[config.mk]
export PLATFORM = sky130hd
export DESIGN_NAME = mem_port_arbiter_flat
export DESIGN_NICKNAME = d
export VERILOG_FILES = /design/src/rtl/node_mem_pkg.sv /design/src/rtl/mem_port_arbiter_if.sv /design/src/rtl/rr_pick.sv /design/src/rtl/mem_port_arbiter.sv /design/src/flat_wrapper.sv
export SDC_FILE = /design/constraint.sdc
export NUM_CORES = 1
export LEC_CHECK = 0
export CORE_AREA = 2 2 84 86
export CTS_CLUSTER_DIAMETER = 40
export DETAILED_ROUTE_END_ITERATION = 7
export DIE_AREA = 0 0 86 88
export PLACE_DENSITY = 0.85
export SLEW_MARGIN = 20
export SYNTH_ARGS = -nofsm -noshare
export SYNTH_HDL_FRONTEND = slang
export SYNTH_SLANG_ARGS = --single-unit
[constraint.sdc]
create_clock -name clock -period 3.8 [get_ports clock]
set_input_delay 1.14 -clock clock [delete_from_list [all_inputs] [get_ports clock]]
set_output_delay 1.14 -clock clock [all_outputs]
set_load 0.02 [all_outputs]
[src/rtl/node_mem_pkg.sv]
// Shared definitions for the node memory subsystem: word geometry, the
// arbiter state encoding, requester indices and the fixed memory map.
package node_mem_pkg;

    // Word memory geometry: 2048 entries of 16-bit words.
    localparam int ADDR_W = 11;
    localparam int WORD_W = 16;

    // Arbiter states.
    typedef enum logic [1:0] {
        IDLE  = 2'd0,
        GRANT = 2'd1,
        TURN  = 2'd2
    } arb_state_t;

    // Requester slots on the arbiter.
    localparam int WINNER_POLICY = 0;
    localparam int Q_UPDATE      = 1;
    localparam int PKT           = 2;
    localparam int CFG           = 3;

    // Memory map.
    localparam logic [ADDR_W-1:0] EPSILON_ADDR        = 11'h004;
    localparam logic [ADDR_W-1:0] BETTER_NBR_CNT_ADDR = 11'h68C;
    localparam logic [ADDR_W-1:0] BETTER_NBR_BASE     = 11'h668;

    // Width of an index into n items; never narrower than one bit.
    function automatic int idx_width(input int n);
        return (n > 1) ? $clog2(n) : 1;
    endfunction

endpackage

[src/rtl/mem_port_arbiter_if.sv]
// Requester-side and memory-side signals of the shared memory port.
// The arbiter takes the slave view; the requesters plus the memory
// together take the master view.
interface mem_port_arbiter_if #(
    parameter int N_REQ  = 4,
    parameter int ADDR_W = node_mem_pkg::ADDR_W,
    parameter int WORD_W = node_mem_pkg::WORD_W
);

    // Requester side.
    logic [N_REQ-1:0]        req;
    logic [N_REQ*ADDR_W-1:0] req_addr;
    logic [N_REQ*WORD_W-1:0] req_wdata;
    logic [N_REQ-1:0]        req_wr_en;
    logic [N_REQ-1:0]        gnt;
    logic [WORD_W-1:0]       rd_data;

    // Memory side.
    logic [ADDR_W-1:0]       mem_address;
    logic [WORD_W-1:0]       mem_data_out;
    logic                    mem_wr_en;
    logic [WORD_W-1:0]       mem_data_in;

    // Status and control.
    logic [N_REQ-1:0]        timeout_err;
    logic                    err_clr;
    logic                    busy;

    modport slave (
        input  req, req_addr, req_wdata, req_wr_en, mem_data_in, err_clr,
        output gnt, rd_data, mem_address, mem_data_out, mem_wr_en,
               timeout_err, busy
    );

    modport master (
        output req, req_addr, req_wdata, req_wr_en, mem_data_in, err_clr,
        input  gnt, rd_data, mem_address, mem_data_out, mem_wr_en,
               timeout_err, busy
    );

endinterface

[src/rtl/rr_pick.sv]
// Rotating-priority picker: finds the first eligible requester starting at
// ptr and scanning upward with wrap-around. Purely combinational.
module rr_pick #(
    parameter int N     = 4,
    parameter int IDX_W = node_mem_pkg::idx_width(N)
) (
    input  logic [N-1:0]     eligible,
    input  logic [IDX_W-1:0] ptr,
    output logic [N-1:0]     onehot,
    output logic [IDX_W-1:0] idx,
    output logic             found
);

    // Walk the N positions in priority order; the first hit wins.
    always_comb begin
        logic [IDX_W:0]   sum;
        logic [IDX_W-1:0] pos;
        // NOTE: every variable gets a default before the search so that no
        // path through the loop leaves a value held, which would infer a latch.
        onehot = '0;
        idx    = '0;
        found  = 1'b0;
        sum    = '0;
        pos    = '0;
        for (int k = 0; k < N; k++) begin
            // ptr < N and k < N, so one conditional subtraction wraps.
            sum = {1'b0, ptr} + (IDX_W+1)'(k);
            if (sum >= (IDX_W+1)'(N)) begin
                sum = sum - (IDX_W+1)'(N);
            end
            pos = sum[IDX_W-1:0];
            if (!found && eligible[pos]) begin
                found       = 1'b1;
                onehot[pos] = 1'b1;
                idx         = pos;
            end
        end
    end

endmodule

[src/rtl/mem_port_arbiter.sv]
// Round-robin lock arbiter for the node's single-port word memory.
// A requester holds req for a whole multi-access transaction; while it owns
// the lock its address, write data and write strobe drive the memory port.
// A hold-time watchdog revokes a stuck lock, flags the owner and keeps it
// out of arbitration until it drops req for at least one cycle.
module mem_port_arbiter #(
    parameter int N_REQ    = 4,
    parameter int ADDR_W   = node_mem_pkg::ADDR_W,
    parameter int WORD_W   = node_mem_pkg::WORD_W,
    parameter int MAX_HOLD = 64
) (
    input  logic                   clock,
    input  logic                   rst,
    mem_port_arbiter_if.slave      bus
);

    import node_mem_pkg::*;

    localparam int IDX_W  = idx_width(N_REQ);
    localparam int HOLD_W = $clog2(MAX_HOLD + 1);

    // Registered arbiter state.
    arb_state_t        state;
    logic [IDX_W-1:0]  own;
    logic [IDX_W-1:0]  rr_ptr;
    logic [HOLD_W-1:0] hold_cnt;
    logic [N_REQ-1:0]  gnt_q;
    logic [N_REQ-1:0]  masked;
    logic [N_REQ-1:0]  timeout_q;

    // Arbitration and mux helpers.
    logic [N_REQ-1:0]  eligible;
    logic [N_REQ-1:0]  pick_onehot;
    logic [IDX_W-1:0]  pick_idx;
    logic              pick_found;
    logic              owner_req;
    logic              hold_expired;
    logic [IDX_W-1:0]  next_ptr;

    logic [ADDR_W-1:0] addr_arr  [N_REQ];
    logic [WORD_W-1:0] wdata_arr [N_REQ];

    // Split the packed requester buses into per-requester words.
    for (genvar i = 0; i < N_REQ; i++) begin : g_unpack
        assign addr_arr[i]  = bus.req_addr[i*ADDR_W +: ADDR_W];
        assign wdata_arr[i] = bus.req_wdata[i*WORD_W +: WORD_W];
    end

    // A requester that timed out stays out until it drops req once.
    assign eligible = bus.req & ~masked;

    rr_pick #(
        .N     (N_REQ),
        .IDX_W (IDX_W)
    ) u_pick (
        .eligible (eligible),
        .ptr      (rr_ptr),
        .onehot   (pick_onehot),
        .idx      (pick_idx),
        .found    (pick_found)
    );

    assign owner_req    = bus.req[own];
    assign hold_expired = (hold_cnt == HOLD_W'(MAX_HOLD));
    assign next_ptr     = (own == IDX_W'(N_REQ - 1)) ? '0 : own + IDX_W'(1);

    // Arbitration FSM with owner bookkeeping, watchdog and sticky error flags.
    always_ff @(posedge clock) begin
        if (rst) begin
            state     <= IDLE;
            gnt_q     <= '0;
            own       <= '0;
            rr_ptr    <= '0;
            hold_cnt  <= '0;
            masked    <= '0;
            timeout_q <= '0;
        end else begin
            // NOTE: state is updated with non-blocking assignments only; where
            // two assignments hit the same bit on one edge the later one wins,
            // which gives a timeout priority over err_clr below.
            masked <= masked & bus.req;
            if (bus.err_clr) begin
                timeout_q <= '0;
            end

            case (state)
                IDLE, TURN: begin
                    if (pick_found) begin
                        gnt_q    <= pick_onehot;
                        own      <= pick_idx;
                        hold_cnt <= HOLD_W'(1);
                        state    <= GRANT;
                    end else begin
                        gnt_q    <= '0;
                        state    <= IDLE;
                    end
                end

                GRANT: begin
                    if (!owner_req || hold_expired) begin
                        gnt_q  <= '0;
                        state  <= TURN;
                        rr_ptr <= next_ptr;
                        if (owner_req) begin
                            // Watchdog revocation of a lock still requested.
                            timeout_q[own] <= 1'b1;
                            masked[own]    <= 1'b1;
                        end
                    end else begin
                        hold_cnt <= hold_cnt + HOLD_W'(1);
                    end
                end

                default: begin
                    gnt_q <= '0;
                    state <= IDLE;
                end
            endcase
        end
    end

    // Memory port follows the registered owner; writes only while granted.
    assign bus.mem_address  = addr_arr[own];
    assign bus.mem_data_out = wdata_arr[own];
    assign bus.mem_wr_en    = (state == GRANT) && bus.req_wr_en[own];

    // Read data is broadcast; each requester qualifies it with its grant.
    assign bus.rd_data      = bus.mem_data_in;

    assign bus.gnt          = gnt_q;
    assign bus.timeout_err  = timeout_q;
    assign bus.busy         = (state != IDLE);

    // Grant is never multi-hot, and a write strobe implies an active lock.
    a_gnt_onehot : assert property (@(posedge clock) disable iff (rst)
        $onehot0(gnt_q));
    a_wr_needs_gnt : assert property (@(posedge clock) disable iff (rst)
        bus.mem_wr_en |-> (gnt_q != '0));

endmodule

[src/flat_wrapper.sv]
// flat-port wrapper written by rule: the top's interface ports become plain ports
module mem_port_arbiter_flat import node_mem_pkg::*;
#(
    parameter int N_REQ    = 4,
    parameter int ADDR_W   = node_mem_pkg::ADDR_W,
    parameter int WORD_W   = node_mem_pkg::WORD_W,
    parameter int MAX_HOLD = 64
)
  (clock, rst, bus_req, bus_req_addr, bus_req_wdata, bus_req_wr_en, bus_mem_data_in, bus_err_clr, bus_gnt, bus_rd_data, bus_mem_address, bus_mem_data_out, bus_mem_wr_en, bus_timeout_err, bus_busy);
  mem_port_arbiter_if #(.N_REQ(N_REQ), .ADDR_W(ADDR_W), .WORD_W(WORD_W)) bus_i ();
  input  logic clock;
  input  logic rst;
  input wire logic [$bits(bus_i.req)-1:0] bus_req;
  input wire logic [$bits(bus_i.req_addr)-1:0] bus_req_addr;
  input wire logic [$bits(bus_i.req_wdata)-1:0] bus_req_wdata;
  input wire logic [$bits(bus_i.req_wr_en)-1:0] bus_req_wr_en;
  input wire logic [$bits(bus_i.mem_data_in)-1:0] bus_mem_data_in;
  input wire logic [$bits(bus_i.err_clr)-1:0] bus_err_clr;
  output wire logic [$bits(bus_i.gnt)-1:0] bus_gnt;
  output wire logic [$bits(bus_i.rd_data)-1:0] bus_rd_data;
  output wire logic [$bits(bus_i.mem_address)-1:0] bus_mem_address;
  output wire logic [$bits(bus_i.mem_data_out)-1:0] bus_mem_data_out;
  output wire logic [$bits(bus_i.mem_wr_en)-1:0] bus_mem_wr_en;
  output wire logic [$bits(bus_i.timeout_err)-1:0] bus_timeout_err;
  output wire logic [$bits(bus_i.busy)-1:0] bus_busy;
  assign bus_i.req = bus_req;
  assign bus_i.req_addr = bus_req_addr;
  assign bus_i.req_wdata = bus_req_wdata;
  assign bus_i.req_wr_en = bus_req_wr_en;
  assign bus_i.mem_data_in = bus_mem_data_in;
  assign bus_i.err_clr = bus_err_clr;
  assign bus_gnt = bus_i.gnt;
  assign bus_rd_data = bus_i.rd_data;
  assign bus_mem_address = bus_i.mem_address;
  assign bus_mem_data_out = bus_i.mem_data_out;
  assign bus_mem_wr_en = bus_i.mem_wr_en;
  assign bus_timeout_err = bus_i.timeout_err;
  assign bus_busy = bus_i.busy;
  mem_port_arbiter #(.N_REQ(N_REQ), .ADDR_W(ADDR_W), .WORD_W(WORD_W), .MAX_HOLD(MAX_HOLD)) u_core (.clock(clock), .rst(rst), .bus(bus_i));
endmodule
### After elaboration in Yosys (flattened, before gate mapping)

Cells that the tools add are included.

| word-level totals | value |
|---|---|
| input bits | 135 |
| logic and storage cells | 130 |
| bits in latches | 0 |
| RAM bits | 0 |
| memory bits (read-only) | 0 |
| output and inout port bits | 53 |
| memories | 0 |
| register bits after elaboration | 25 |

| operators by class | value |
|---|---|
| add/sub/neg operators | 9 |
| multiply operators | 0 |
| reduce and logical (&&, ||, !) cells | 21 |
| mux-type cells | 62 |
| shift-type cells | 0 |
| $lt $le $gt $ge | 15 |
| equal/unequal tests | 7 |
| bitwise gates (word level) | 9 |
| divide/modulo/power cells | 0 |

Operators with widths:

| cell | number |
|---|---|
| 4-bit 2-to-1 mux | 14 |
| 16-bit binary-select mux with 2-bit select | 1 |
| 16-bit 2-to-1 mux | 2 |
| 11-bit binary-select mux with 2-bit select | 1 |
| 11-bit 2-to-1 mux | 2 |
| 2-bit 2-to-1 mux | 10 |
| 4-bit OR | 5 |
| 1-bit 2-to-1 mux | 16 |
| 2-bit by 3-bit < comparator with 1-bit output, second input constant | 5 |
| 7-bit 2-to-1 mux | 2 |
| 7-bit case mux with 2 select lines | 1 |
| 1-bit binary-select mux with 2-bit select | 6 |
| 3-bit greater-or-equal comparator, second input constant | 4 |
| 1-bit demux with 2-bit select | 5 |
| 2-bit by 1-bit greater-or-equal comparator with 1-bit output, second input constant | 5 |
| 1-bit logical AND | 9 |
| 4-bit AND | 2 |
| 4-bit case mux with 2 select lines | 1 |
| 2-bit by 1-bit subtractor with 2-bit output, second input constant | 4 |
| 7-bit by 1-bit adder with 7-bit output, second input constant | 1 |
| 7-bit == test, second input constant | 1 |
| 2-bit by 2-bit adder with 3-bit output, second input constant | 2 |
| 2-bit == test, second input constant | 2 |
| 1-bit logical NOT | 4 |
| other kinds (15) | 18 |

### Longest topological paths before layout

Gate-level depths: netlist (run 1).

| depth | value |
|---|---|
| word-level depth | 16 |
| depth in mapped cells | 8 |
| gate-level depth less buffers | 7 |

### Hierarchy

From an unflattened synthesis (run 1), not the netlist that was laid out.

| unflattened totals | value |
|---|---|
| cells, all modules | 232 |
| area, all modules | 2392.3 µm² |

Modules (own cells, without submodules):

| module | instances | cells an instance | area each (µm²) | sequential area each (µm²) |
|---|---|---|---|---|
| mem_port_arbiter | 1 | 187 | 1973.1 | 500.5 |
| rr_pick | 1 | 45 | 419.2 | 0.0 |

### Worst setup path after synthesis (run 1)

OpenSTA, ideal clock, no wires.

| timing path | value |
|---|---|
| path kind | input -> output |
| from | input port bus_req_wr_en[3] |
| to | output port bus_mem_wr_en |
| cell stages on the path | 2 |
| buffers on the path | 0 |
| data arrival time | 1800 ps |
| required time | 2660 ps |
| slack | 860 ps |
| cell sequence | mux4_2 > and2_1 |

| on the way | value |
|---|---|
| word-level cells in the longest chain between the ends | 3 |

RTL lines:

| element | RTL line | RTL |
|---|---|---|
| start: declaration | flat_wrapper.sv:16 | `input wire logic [$bits(bus_i.req_wr_en)-1:0] bus_req_wr_en;` |
| 1-bit binary-select mux with 2-bit select | mem_port_arbiter.sv:125 | `assign bus.mem_wr_en = (state == GRANT) && bus.req_wr_en[own];` |
| 1-bit 2-to-1 mux (implied by the code) | mem_port_arbiter.sv:125 |  |
| 1-bit logical AND | mem_port_arbiter.sv:125 |  |
| end: declaration | flat_wrapper.sv:23 | `output wire logic [$bits(bus_i.mem_wr_en)-1:0] bus_mem_wr_en;` |

No other way between the ends. The select of a mux whose other input is x is not followed.

### Final worst setup path (run 1)

| timing path | value |
|---|---|
| from | input port bus_req_addr[39] |
| to | output port bus_mem_address[6] |

| on the way | value |
|---|---|
| word-level cells in the longest chain between the ends | 3 |

RTL lines:

| element | RTL line | RTL |
|---|---|---|
| start: declaration | flat_wrapper.sv:14 | `input wire logic [$bits(bus_i.req_addr)-1:0] bus_req_addr;` |
| 11-bit binary-select mux with 2-bit select | mem_port_arbiter.sv:123 | `assign bus.mem_address = addr_arr[own];` |
| 11-bit 2-to-1 mux (implied by the code) (2 in series) | mem_port_arbiter.sv:123 |  |
| end: declaration | flat_wrapper.sv:21 | `output wire logic [$bits(bus_i.mem_address)-1:0] bus_mem_address;` |

No other way between the ends. The select of a mux whose other input is x is not followed.

==> results.sh, run 1 <==
export IMPL_combPwrFrac_pct=57.3
export IMPL_cp_top_family="buffers and inverters"
export IMPL_area_delta_synth_final_pct=67.7
export IMPL_rr_startpoint="u_core.rr_ptr[0]"
export IMPL_grt_use_total_pct=20.7
export IMPL_num_vias=2350
export IMPL_dieHeight_um=88
export IMPL_critical_path_max_fanout=1
export IMPL_max_clock_path_buffers=2
export IMPL_rows=30
export IMPL_synth_edff_count=0
export IMPL_ant_nets=0
export IMPL_die_x_um=86
export IMPL_critPathLaunchType="input pin"
export IMPL_antenna_found_initial=0
export IMPL_synth_cell_types=42
export IMPL_setup_ws_ns=0.0658
export IMPL_numCtsBuffers=3
export IMPL_dieArea_um2=7570
export IMPL_gp_congestion=0.827
export IMPL_drive_gt1_share_pct=14.4
export IMPL_post_place_ws_ns=-0.0870
export IMPL_crit_required_ns=2.66
export IMPL_io_pins=188
export IMPL_first_iter_violations=151
export IMPL_yosys_register_bits=25
export IMPL_path_clk_slew_ns=0.08
export IMPL_slew_headroom_pct=52.9
export IMPL_cp_num_buf_inv=2
export IMPL_crit_start="bus_req_addr[39]"
export IMPL_ys_warn_count=0
export IMPL_period_needed_ns=3.73
export IMPL_worstPathArrival_ns=2.59
export IMPL_fin_skew_ns=0.00297
export IMPL_wl_per_cell_um=17.6
export IMPL_syn_num_nets=373
export IMPL_internal_power_uw=715
export IMPL_leakagePower_uw=0.00138
export IMPL_total_power_uw=1090
export IMPL_finalMaxSlewViolations=0
export IMPL_syn_area_um2=2330
export IMPL_fin_nets=511
export IMPL_portBuffers=155
export IMPL_criticalPathCategory="input pin to output port"
export IMPL_p_seq_share_pct=28.5
export IMPL_crit_slowest_cell="clkdlybuf4s50_1"
export IMPL_syn_inst=225
export IMPL_max_cap_violations=0
export IMPL_synth_top_cell_area_share_pct=30.9
export IMPL_synth_area_top_cells="mux4_2 31%, dfxtp_1 21%, ha_1 7.0%"
export IMPL_hold_slack_ns=0.470
export IMPL_grt_max_degree=19
export IMPL_drcViolationCount=0
export IMPL_path_common_cell="clkdlybuf4s50_1"
export IMPL_outcome="finished clean"
export IMPL_post_cts_buffers=0
export IMPL_seq_area_frac_synth_pct=21.5
export IMPL_hp_class="flip-flop to flip-flop"
export IMPL_synth_commonest_cells="32 x mux4_2, 25 x dfxtp_1, 17 x a21oi_1, 17 x buf_4, 17 x nand2_1"
export IMPL_yosysMostFrequentCell="mux4_2"
export IMPL_dr_pass1_iters=4
export IMPL_worstSkewPairLatency_ns=0.26
export IMPL_powerDensity_nw_per_um2=278
export IMPL_power_share_clock_pct=14.2
export IMPL_power_switching_uw=371
export IMPL_grt_ovfl_total=0
export IMPL_max_stage_delay_ns=0.58
export IMPL_tritoncts="done"
export IMPL_nFillCells=568
export IMPL_grt_pass1_wl_um=12300
export IMPL_rsz0062_at_grt="no"
export IMPL_setup_violations=0
export IMPL_start_util_pct=35.1
export IMPL_worstMarginPinSlew_ns=0.705
export IMPL_rrSetupSlack_ns=0.90
export IMPL_diodes=0
export IMPL_p_sw_share_pct=34.1
export IMPL_period_share_pct=98.3
export IMPL_setup_tns_final_ns=0
export IMPL_ir_drop_mv=0.154
export IMPL_cp_end_kind="output port"
export IMPL_wl_um=7780
export IMPL_async_reset_ff_share_pct=0
export IMPL_ys_flop_type="dfxtp_1"
export IMPL_cts_sinks=25
export IMPL_core_area_um2=6640
export IMPL_htree_levels=1
export IMPL_hp_start="u_core.bus.gnt[3]"
export IMPL_first_global_vias=2532
export IMPL_cts_root_buf="clkbuf_8"
export IMPL_cp_cell_sequence="clkdlybuf4s50_1 > mux4_2 > clkdlybuf4s50_1"
export IMPL_avgSynthCellArea_um2=10.4
export IMPL_viasPerCell=5.32
export IMPL_fmax_mhz=268
export IMPL_hold_violations=0
export IMPL_dp_hpwl_um=6560
export IMPL_synth_largest_area_cell="mux4_2"
==> state kept, by name, indices dropped and copies added (netlist names) <==
| name | count |
|---|---|
| u_core.hold_cnt | 7 |
| u_core.own | 2 |
| u_core.rr_ptr | 2 |
| u_core.bus.timeout_err | 4 |
| u_core.state | 2 |
| u_core.masked | 4 |
| u_core.bus.gnt | 4 |
==> metal layers <==
metal | wire [um] | GRT usage (%) | vias up
met3 | 770 | 6.97 | 14
li1 | - | - | 1108
met1 | 3090 | 24.4 | 1122
met5 | 0 | 0 | -
met2 | 3740 | 35.7 | 106
met4 | 176 | 6.64 | 0
==> area by class of cell <==
class                      count  area [um^2]  area share [%]
inverter                      12         45.0            1.15
clock buffer                   4         45.0            1.15
multi-input combinational    161         1620            41.4
tap                           80          100            2.56
timing repair buffer         160         1600            40.9
sequential                    25          502            12.8
==> worst register-to-register path, cell delays in order (launching register included) <==
cell	delay [ns]
dfxtp_1	0.71
inv_1	0.29
ha_1	0.47
inv_2	0.12
mux4_2	0.61
nor3_4	0.26
o21ai_2	0.10
a221oi_2	0.25
==> cell families (layout without fill, tap and decap cells) <==
group	Yosys count	in the layout	share of synthesized area (%)
multiplexers	37	37	33.7
AO/OA/AOI/OAI	43	43	12.2
AND/OR/NAND/NOR	63	63	14.5
XOR/XNOR	5	5	1.88
flip-flops	25	25	21.5
adder cells (fa/ha/maj)	13	13	6.97
buffers and inverters	39	176	9.17
==> layout by cell type, fill, tap and decap left out, types with 2 or more instances in the layout <==
| master | synthesis | layout |
|---|---|---|
| a21oi_1 | 17 | 17 |
| nand2_1 | 17 | 17 |
| and3_1 | 2 | 2 |
| nand4_1 | 2 | 2 |
| mux2i_1 | 4 | 4 |
| nand2b_1 | 10 | 10 |
| clkdlybuf4s50_1 | 0 | 154 |
| ha_1 | 13 | 13 |
| and2_1 | 2 | 2 |
| a31oi_1 | 2 | 2 |
| nor2_1 | 15 | 15 |
| inv_1 | 10 | 10 |
| dfxtp_1 | 25 | 24 |
| o211ai_1 | 2 | 2 |
| o221ai_1 | 4 | 4 |
| buf_4 | 17 | 4 |
| mux4_2 | 32 | 32 |
| inv_2 | 2 | 2 |
| nor3_1 | 2 | 2 |
| a221oi_1 | 4 | 4 |
| nor2b_1 | 5 | 5 |
| o21ai_0 | 7 | 7 |
| clkbuf_8 | 0 | 3 |
| xnor2_1 | 5 | 5 |
==> power by group through the flow <==
stage	logic, uW	registers, uW	clock network (uW)
global route	659	315	169
global placement	615	316	0
CTS	627	311	160
detailed placement	624	317	0
floorplan	364	301	0
finish	623	310	154
==> metrics by stage <==
step                      instances  cell area, um^2  utilization (%)
final                           442             3910             58.9
after floorplan                 225             2330                -
after CTS                       442             3910             58.9
after global routing            442             3910             58.9
after detailed placement        438             3870             58.2
after global placement          438             3870             58.2
==> final timing paths <==
path | endpoint | depth (start not counted)
setup / recovery | bus_mem_address[6] | 3
hold / removal | u_core.bus.gnt[3] | 2
setup reg to reg | u_core.own[1] | 7
hold reg to reg | u_core.bus.gnt[3] | 2
==> what timing repair did <==
item	4_1_cts	5_1_grt
setup endpoints to repair	1	0
hold buffers	0	0
hold endpoints to repair	0	0
resized for setup	1	0
(Power assumes the default switching activity.)
==> run 2, diff against run 1 <==
--- a/config.mk
+++ b/config.mk
@@ -5,11 +5,12 @@
 export SDC_FILE = /design/constraint.sdc
 export NUM_CORES = 1
 export LEC_CHECK = 0
-export CORE_AREA = 2 2 84 86
+export CORE_AREA = 5 5 88 90
 export CTS_CLUSTER_DIAMETER = 40
 export DETAILED_ROUTE_END_ITERATION = 7
-export DIE_AREA = 0 0 86 88
-export PLACE_DENSITY = 0.85
+export DIE_AREA = 0 0 93 95
+export MAX_ROUTING_LAYER = met4
+export PLACE_DENSITY = 0.84
 export SLEW_MARGIN = 20
 export SYNTH_ARGS = -nofsm -noshare
 export SYNTH_HDL_FRONTEND = slang
==> run 2 against run 1 <==
Effect of this change:
- sequential share of layout area is essentially flat
- flip-flop and latch count unchanged
- via count is 0.17% higher
- setup slack got worse by 0.014 ns
- first-iteration DRC count fell by 38%
- maximum frequency fell by 0.38%
- core utilization fell by 3.0 points
- clock-buffer cell count shrank 1
==> results.sh, run 2 (synthesized netlist as in run 1, its figures left out) <==
export IMPL_outcome="finished clean"
export IMPL_critical_path_max_fanout=1
export IMPL_crit_required_ns=2.66
export IMPL_first_iter_violations=94
export IMPL_die_x_um=93
export IMPL_crit_start="bus_req_addr[20]"
export IMPL_hold_violations=0
export IMPL_cts_hold_buf=0
export IMPL_first_global_vias=2501
export IMPL_nFillCells=612
export IMPL_hp_start="u_core.bus.gnt[3]"
export IMPL_max_clock_path_buffers=2
export IMPL_fmax_mhz=267
export IMPL_gp_congestion=0.897
export IMPL_cts_root_buf="clkbuf_8"
export IMPL_rr_startpoint="u_core.rr_ptr[0]"
export IMPL_drcViolationCount=0
export IMPL_wl_um=8150
export IMPL_worstHoldEndpoint="u_core.bus.gnt[3]"
export IMPL_fin_nets=509
export IMPL_core_area_um2=6980
export IMPL_worstSkewPairLatency_ns=0.27
export IMPL_post_place_ws_ns=-0.0831
export IMPL_cp_cell_sequence="clkdlybuf4s50_1 > mux4_2 > clkdlybuf4s50_1"
export IMPL_tritoncts="done"
export IMPL_wl_per_cell_um=18.4
export IMPL_path_common_cell="clkdlybuf4s50_1"
export IMPL_cts_sinks=25
export IMPL_dp_cells=438
export IMPL_viasPerCell=5.33
export IMPL_largest_reg_flops=7
export IMPL_worstMarginPinSlew_ns=0.701
export IMPL_ir_drop_mv=0.143
export IMPL_crit_slowest_cell="clkdlybuf4s50_1"
export IMPL_final_cell_mix="154 x clkdlybuf4s50_1, 32 x mux4_2, 24 x dfxtp_1"
export IMPL_ant_nets=0
export IMPL_dp_hpwl_um=7010
export IMPL_instances_no_fill=442
export IMPL_powerDensity_nw_per_um2=279
export IMPL_path_clk_slew_ns=0.08
export IMPL_io_pins=188
export IMPL_dieArea_um2=8840
export IMPL_max_cap_violations=0
export IMPL_setup_ws_ns=0.0516
export IMPL_ff2ff_path_depth=7
export IMPL_worstPathArrival_ns=2.61
export IMPL_grt_max_degree=21
export IMPL_grt_use_total_pct=18.9
export IMPL_area_delta_synth_final_pct=67.2
export IMPL_period_needed_ns=3.75
export IMPL_cp_end_kind="output port"
export IMPL_diodes=0
export IMPL_fin_skew_ns=0.00770
export IMPL_hold_depth=2
export IMPL_finalMaxSlewViolations=0
export IMPL_grt_pass1_wl_um=12600
export IMPL_start_util_pct=33.4
export IMPL_cp_num_buf_inv=2
export IMPL_cp_top_family="buffers and inverters"
export IMPL_grt_ovfl_total=0
export IMPL_numCtsBuffers=3
export IMPL_antenna_found_initial=0
export IMPL_setup_violations=0
export IMPL_leakagePower_uw=0.00137
export IMPL_rrSetupSlack_ns=0.92
export IMPL_slew_headroom_pct=53.1
export IMPL_period_share_pct=98.6
export IMPL_rows=31
export IMPL_drive_gt1_share_pct=14.2
export IMPL_regMostFlops="u_core.hold_cnt"
export IMPL_rsz0062_at_grt="no"
export IMPL_r2r_end="u_core.bus.gnt[2]"
export IMPL_dieHeight_um=95
export IMPL_criticalPathCategory="input pin to output port"
export IMPL_final_common_cell="clkdlybuf4s50_1"
export IMPL_max_stage_delay_ns=0.56
export IMPL_htree_levels=1
export IMPL_portBuffers=155
export IMPL_dr_pass1_iters=4
export IMPL_critPathLaunchType="input pin"
export IMPL_num_vias=2354
export IMPL_hp_class="flip-flop to flip-flop"
==> run 2: cell types whose count changed in the layout (fill, tap and decap cells not counted) <==
cell      change
buf_4         -2
clkbuf_1      -1
clkinv_2      +1
==> run 2: power breakdown <==
part | total, uW | internal [uW] | switching, uW | leakage [uW]
sequential | 307 | 277 | 30.6 | 0.000204
clock | 156 | 73.3 | 82.7 | 0.0000255
combinational | 623 | 360 | 263 | 0.00114
total | 1090 | 710 | 376 | 0.00137
==> run 2: layer usage <==
layer	up-vias	global-route usage, %	routed length (um)
met5	-	-	0
met4	0	5.49	193
met3	18	4.14	593
met2	114	33.2	4220
met1	1115	21.7	3150
li1	1107	-	-
==> run 2: how the worst max path moves through the flow <==
| stage | to | slack, ns | cells past startpoint |
|---|---|---|---|
| floorplan | bus_mem_wr_en | 0.86 | 2 |
| global placement | bus_mem_wr_en | -0.06 | 4 |
| detailed placement | bus_mem_wr_en | -0.08 | 4 |
| CTS | bus_mem_address[9] | 0.05 | 3 |
| global route | bus_mem_address[2] | 0.03 | 3 |
| finish | bus_mem_address[9] | 0.05 | 3 |
==> run 2: cell type report <==
cell class	count	area (um^2)	area share, %
multi-input cells	161	1620	41.5
repair buffers	158	1590	40.7
clock buffers	3	41.3	1.06
inverters	12	45.0	1.16
clock inverters	1	5.00	0.128
flip-flops and latches	25	502	12.9
well taps	82	103	2.63
==> run 2: repair_timing <==
| item | in CTS | in global routing |
|---|---|---|
| endpoints found under the setup margin | 1 | 0 |
| setup buffers | 0 | 0 |
| gates resized for setup | 1 | 0 |
==> run 2: worst min-delay path, delay by kind of cell (launching register included) <==
| family | cells | cell delay (ns) |
|---|---|---|
| AND/OR/NAND/NOR | 1 | 0.05 |
| AO/OA/AOI/OAI | 1 | 0.06 |
| flip-flops | 1 | 0.33 |
==> run 2: through the flow <==
stage               cell area (um^2)  hold slack, ns  total power (uW)  util (%)  setup TNS (ns)
CTS                             3900           0.477              1100      55.8               0
finish                          3900           0.469              1090      55.8               0
floorplan                       2330           0.452               665         -               0
detailed placement              3850           0.457               941      55.2         -0.0831
global route                    3900           0.507              1150      55.8               0
global placement                3850           0.454               930      55.2         -0.0619
==> run 3, diff against run 2 <==
--- a/config.mk
+++ b/config.mk
@@ -5,12 +5,15 @@
 export SDC_FILE = /design/constraint.sdc
 export NUM_CORES = 1
 export LEC_CHECK = 0
-export CORE_AREA = 5 5 88 90
+export CELL_PAD_IN_SITES_DETAIL_PLACEMENT = 1
+export CELL_PAD_IN_SITES_GLOBAL_PLACEMENT = 2
+export CORE_AREA = 5 5 117 119
 export CTS_CLUSTER_DIAMETER = 40
 export DETAILED_ROUTE_END_ITERATION = 7
-export DIE_AREA = 0 0 93 95
+export DIE_AREA = 0 0 122 124
+export HOLD_SLACK_MARGIN = 0.03
 export MAX_ROUTING_LAYER = met4
-export PLACE_DENSITY = 0.84
+export PLACE_DENSITY = 0.9
 export SLEW_MARGIN = 20
 export SYNTH_ARGS = -nofsm -noshare
 export SYNTH_HDL_FRONTEND = slang
==> run 3 against run 2 <==
Effect of this change:
- die area grew 71%
- clock-buffer cell count unchanged
- register-to-register slack got worse by 0.07 ns
- global-route usage is 5.1 points lower
- combinational power increased by 2%
- critical path type unchanged
- cell area is 4.2% higher
- non-clock buffer count grew 2
- final cell count increased by 21%
- flip-flop and latch count unchanged
- sequential power grew 2%
- maximum frequency is 0.51% lower
==> results.sh, run 3 (synthesized netlist as in run 1, its figures left out) <==
export IMPL_max_stage_delay_ns=0.56
export IMPL_fin_skew_ns=0.00822
export IMPL_portBuffers=155
export IMPL_fin_nets=511
export IMPL_placed_area_um2=3980
export IMPL_postLayoutCoreUtil_pct=32.6
export IMPL_slew_headroom_pct=52.9
export IMPL_crit_slowest_cell="clkdlybuf4s50_1"
export IMPL_dp_hpwl_um=8800
export IMPL_crit_start="bus_req_addr[43]"
export IMPL_cts_resized=3
export IMPL_combPwrFrac_pct=53.2
export IMPL_area_delta_synth_final_pct=74.1
export IMPL_dieArea_um2=15100
export IMPL_stdcell_area_um2=4060
export IMPL_rsz0062_at_grt="no"
export IMPL_start_util_pct=18.7
export IMPL_post_cts_buffers=0
export IMPL_met2WireLength_um=5180
export IMPL_path_common_cell="clkdlybuf4s50_1"
export IMPL_grt_pass1_wl_um=15400
export IMPL_finalMaxSlewViolations=0
export IMPL_setup_violations=0
export IMPL_p_seq_share_pct=26.1
export IMPL_regMostFlops="u_core.hold_cnt"
export IMPL_cts_sinks=25
export IMPL_viasPerCell=4.36
export IMPL_period_needed_ns=3.77
export IMPL_outcome="finished clean"
export IMPL_period_share_pct=99.2
export IMPL_critPathLaunchType="input pin"
export IMPL_power_share_clock_pct=20.7
export IMPL_cts_hold_buf=0
export IMPL_powerDensity_nw_per_um2=294
export IMPL_drcViolationCount=0
export IMPL_diodes=0
export IMPL_antenna_found_initial=0
export IMPL_cts_root_buf="clkbuf_16"
export IMPL_num_vias=2330
export IMPL_wl_um=10100
export IMPL_core_area_um2=12500
export IMPL_io_pins=188
export IMPL_grt_max_degree=19
export IMPL_top_layer_used="met4"
export IMPL_final_common_cell="clkdlybuf4s50_1"
export IMPL_p_sw_share_pct=34.4
export IMPL_gp_congestion=0.836
export IMPL_max_clock_path_buffers=2
export IMPL_wl_per_cell_um=18.9
export IMPL_met3WireLength_um=443
export IMPL_first_iter_violations=80
export IMPL_power_switching_uw=411
export IMPL_final_cell_mix="152 x clkdlybuf4s50_1, 32 x mux4_2, 24 x dfxtp_1"
export IMPL_dr_pass1_iters=4
export IMPL_rr_startpoint="u_core.rr_ptr[0]"
export IMPL_ant_nets=0
export IMPL_hp_start="u_core.bus.gnt[0]"
export IMPL_hold_violations=0
export IMPL_rrSetupSlack_ns=0.85
export IMPL_numCtsBuffers=3
export IMPL_critical_path_max_fanout=1
export IMPL_drive_gt1_share_pct=14.6
export IMPL_rows=41
export IMPL_cp_end_kind="output port"
export IMPL_first_global_vias=2717
export IMPL_dieHeight_um=124
export IMPL_max_cap_violations=0
export IMPL_leakagePower_uw=0.00140
export IMPL_grt_use_total_pct=13.8
export IMPL_criticalPathCategory="input pin to output port"
export IMPL_hp_class="flip-flop to flip-flop"
export IMPL_cp_cell_sequence="clkdlybuf4s50_1 > mux4_2 > clkdlybuf4s50_1"
export IMPL_met1Wirelength_um=4270
export IMPL_tritoncts="done"
export IMPL_htree_levels=1
export IMPL_crit_required_ns=2.66
export IMPL_path_clk_slew_ns=0.06
export IMPL_grt_ovfl_total=0
export IMPL_worstSkewPairLatency_ns=0.27
export IMPL_worstMarginPinSlew_ns=0.705
export IMPL_worstPathArrival_ns=2.63
export IMPL_ir_drop_mv=0.121
export IMPL_fmax_mhz=265
export IMPL_internal_power_uw=784
export IMPL_die_x_um=122
export IMPL_largest_reg_flops=7
## run 3: changes by cell type in the layout (fill, tap and decap cells not counted)
cell	previous run	this run
dlygate4sd2_1	1	3
clkbuf_16	0	3
clkbuf_8	3	0
buf_4	2	4
clkinv_2	1	0
clkdlybuf4s50_1	154	152
inv_6	0	1
## run 3: final timing paths
| kind | to | cells after the start |
|---|---|---|
| max | bus_mem_address[10] | 3 |
| min | u_core.bus.gnt[0] | 2 |
| max reg2reg | u_core.bus.gnt[1] | 7 |
| min reg2reg | u_core.bus.gnt[0] | 2 |
## run 3: final cells by class
type                       instances  area [um^2]
clock buffer                       3         75.1
clock inverter                     1         8.76
fill                            1414         8400
inverter                          12         45.0
multi-input combinational        161         1620
sequential                        25          502
tap                              172          215
timing repair buffer             160         1600
## run 3: power by group through the flow
stage,Combinational [uW],Sequential (uW),Clock [uW]
after floorplan,364,301,0
after global placement,630,319,0
after detailed placement,646,320,0
after CTS,645,314,259
after global routing,675,317,267
final,636,312,247
## run 3: critical path, delay by kind of cell
kind,cells,cell delay (ns)
buffers and inverters,2,0.98
multiplexers,1,0.51
## run 3: routing by layer
layer,global-route usage [%],vias to the layer above
met5,-,-
met4,4.20,0
met3,2.54,21
met2,23.8,53
met1,16.5,1152
li1,-,1104
## run 3: stage by stage
step | hold WS [ns] | setup WS (ns) | total power (uW) | instances | TNS [ns]
finish | 0.464 | 0.0323 | 1200 | 534 | 0
global route | 0.515 | 0.00724 | 1260 | 534 | 0
CTS | 0.473 | 0.0247 | 1220 | 534 | 0
detailed placement | 0.458 | -0.122 | 966 | 530 | -0.136
global placement | 0.466 | -0.140 | 950 | 530 | -0.140
floorplan | 0.452 | 0.860 | 665 | 225 | 0
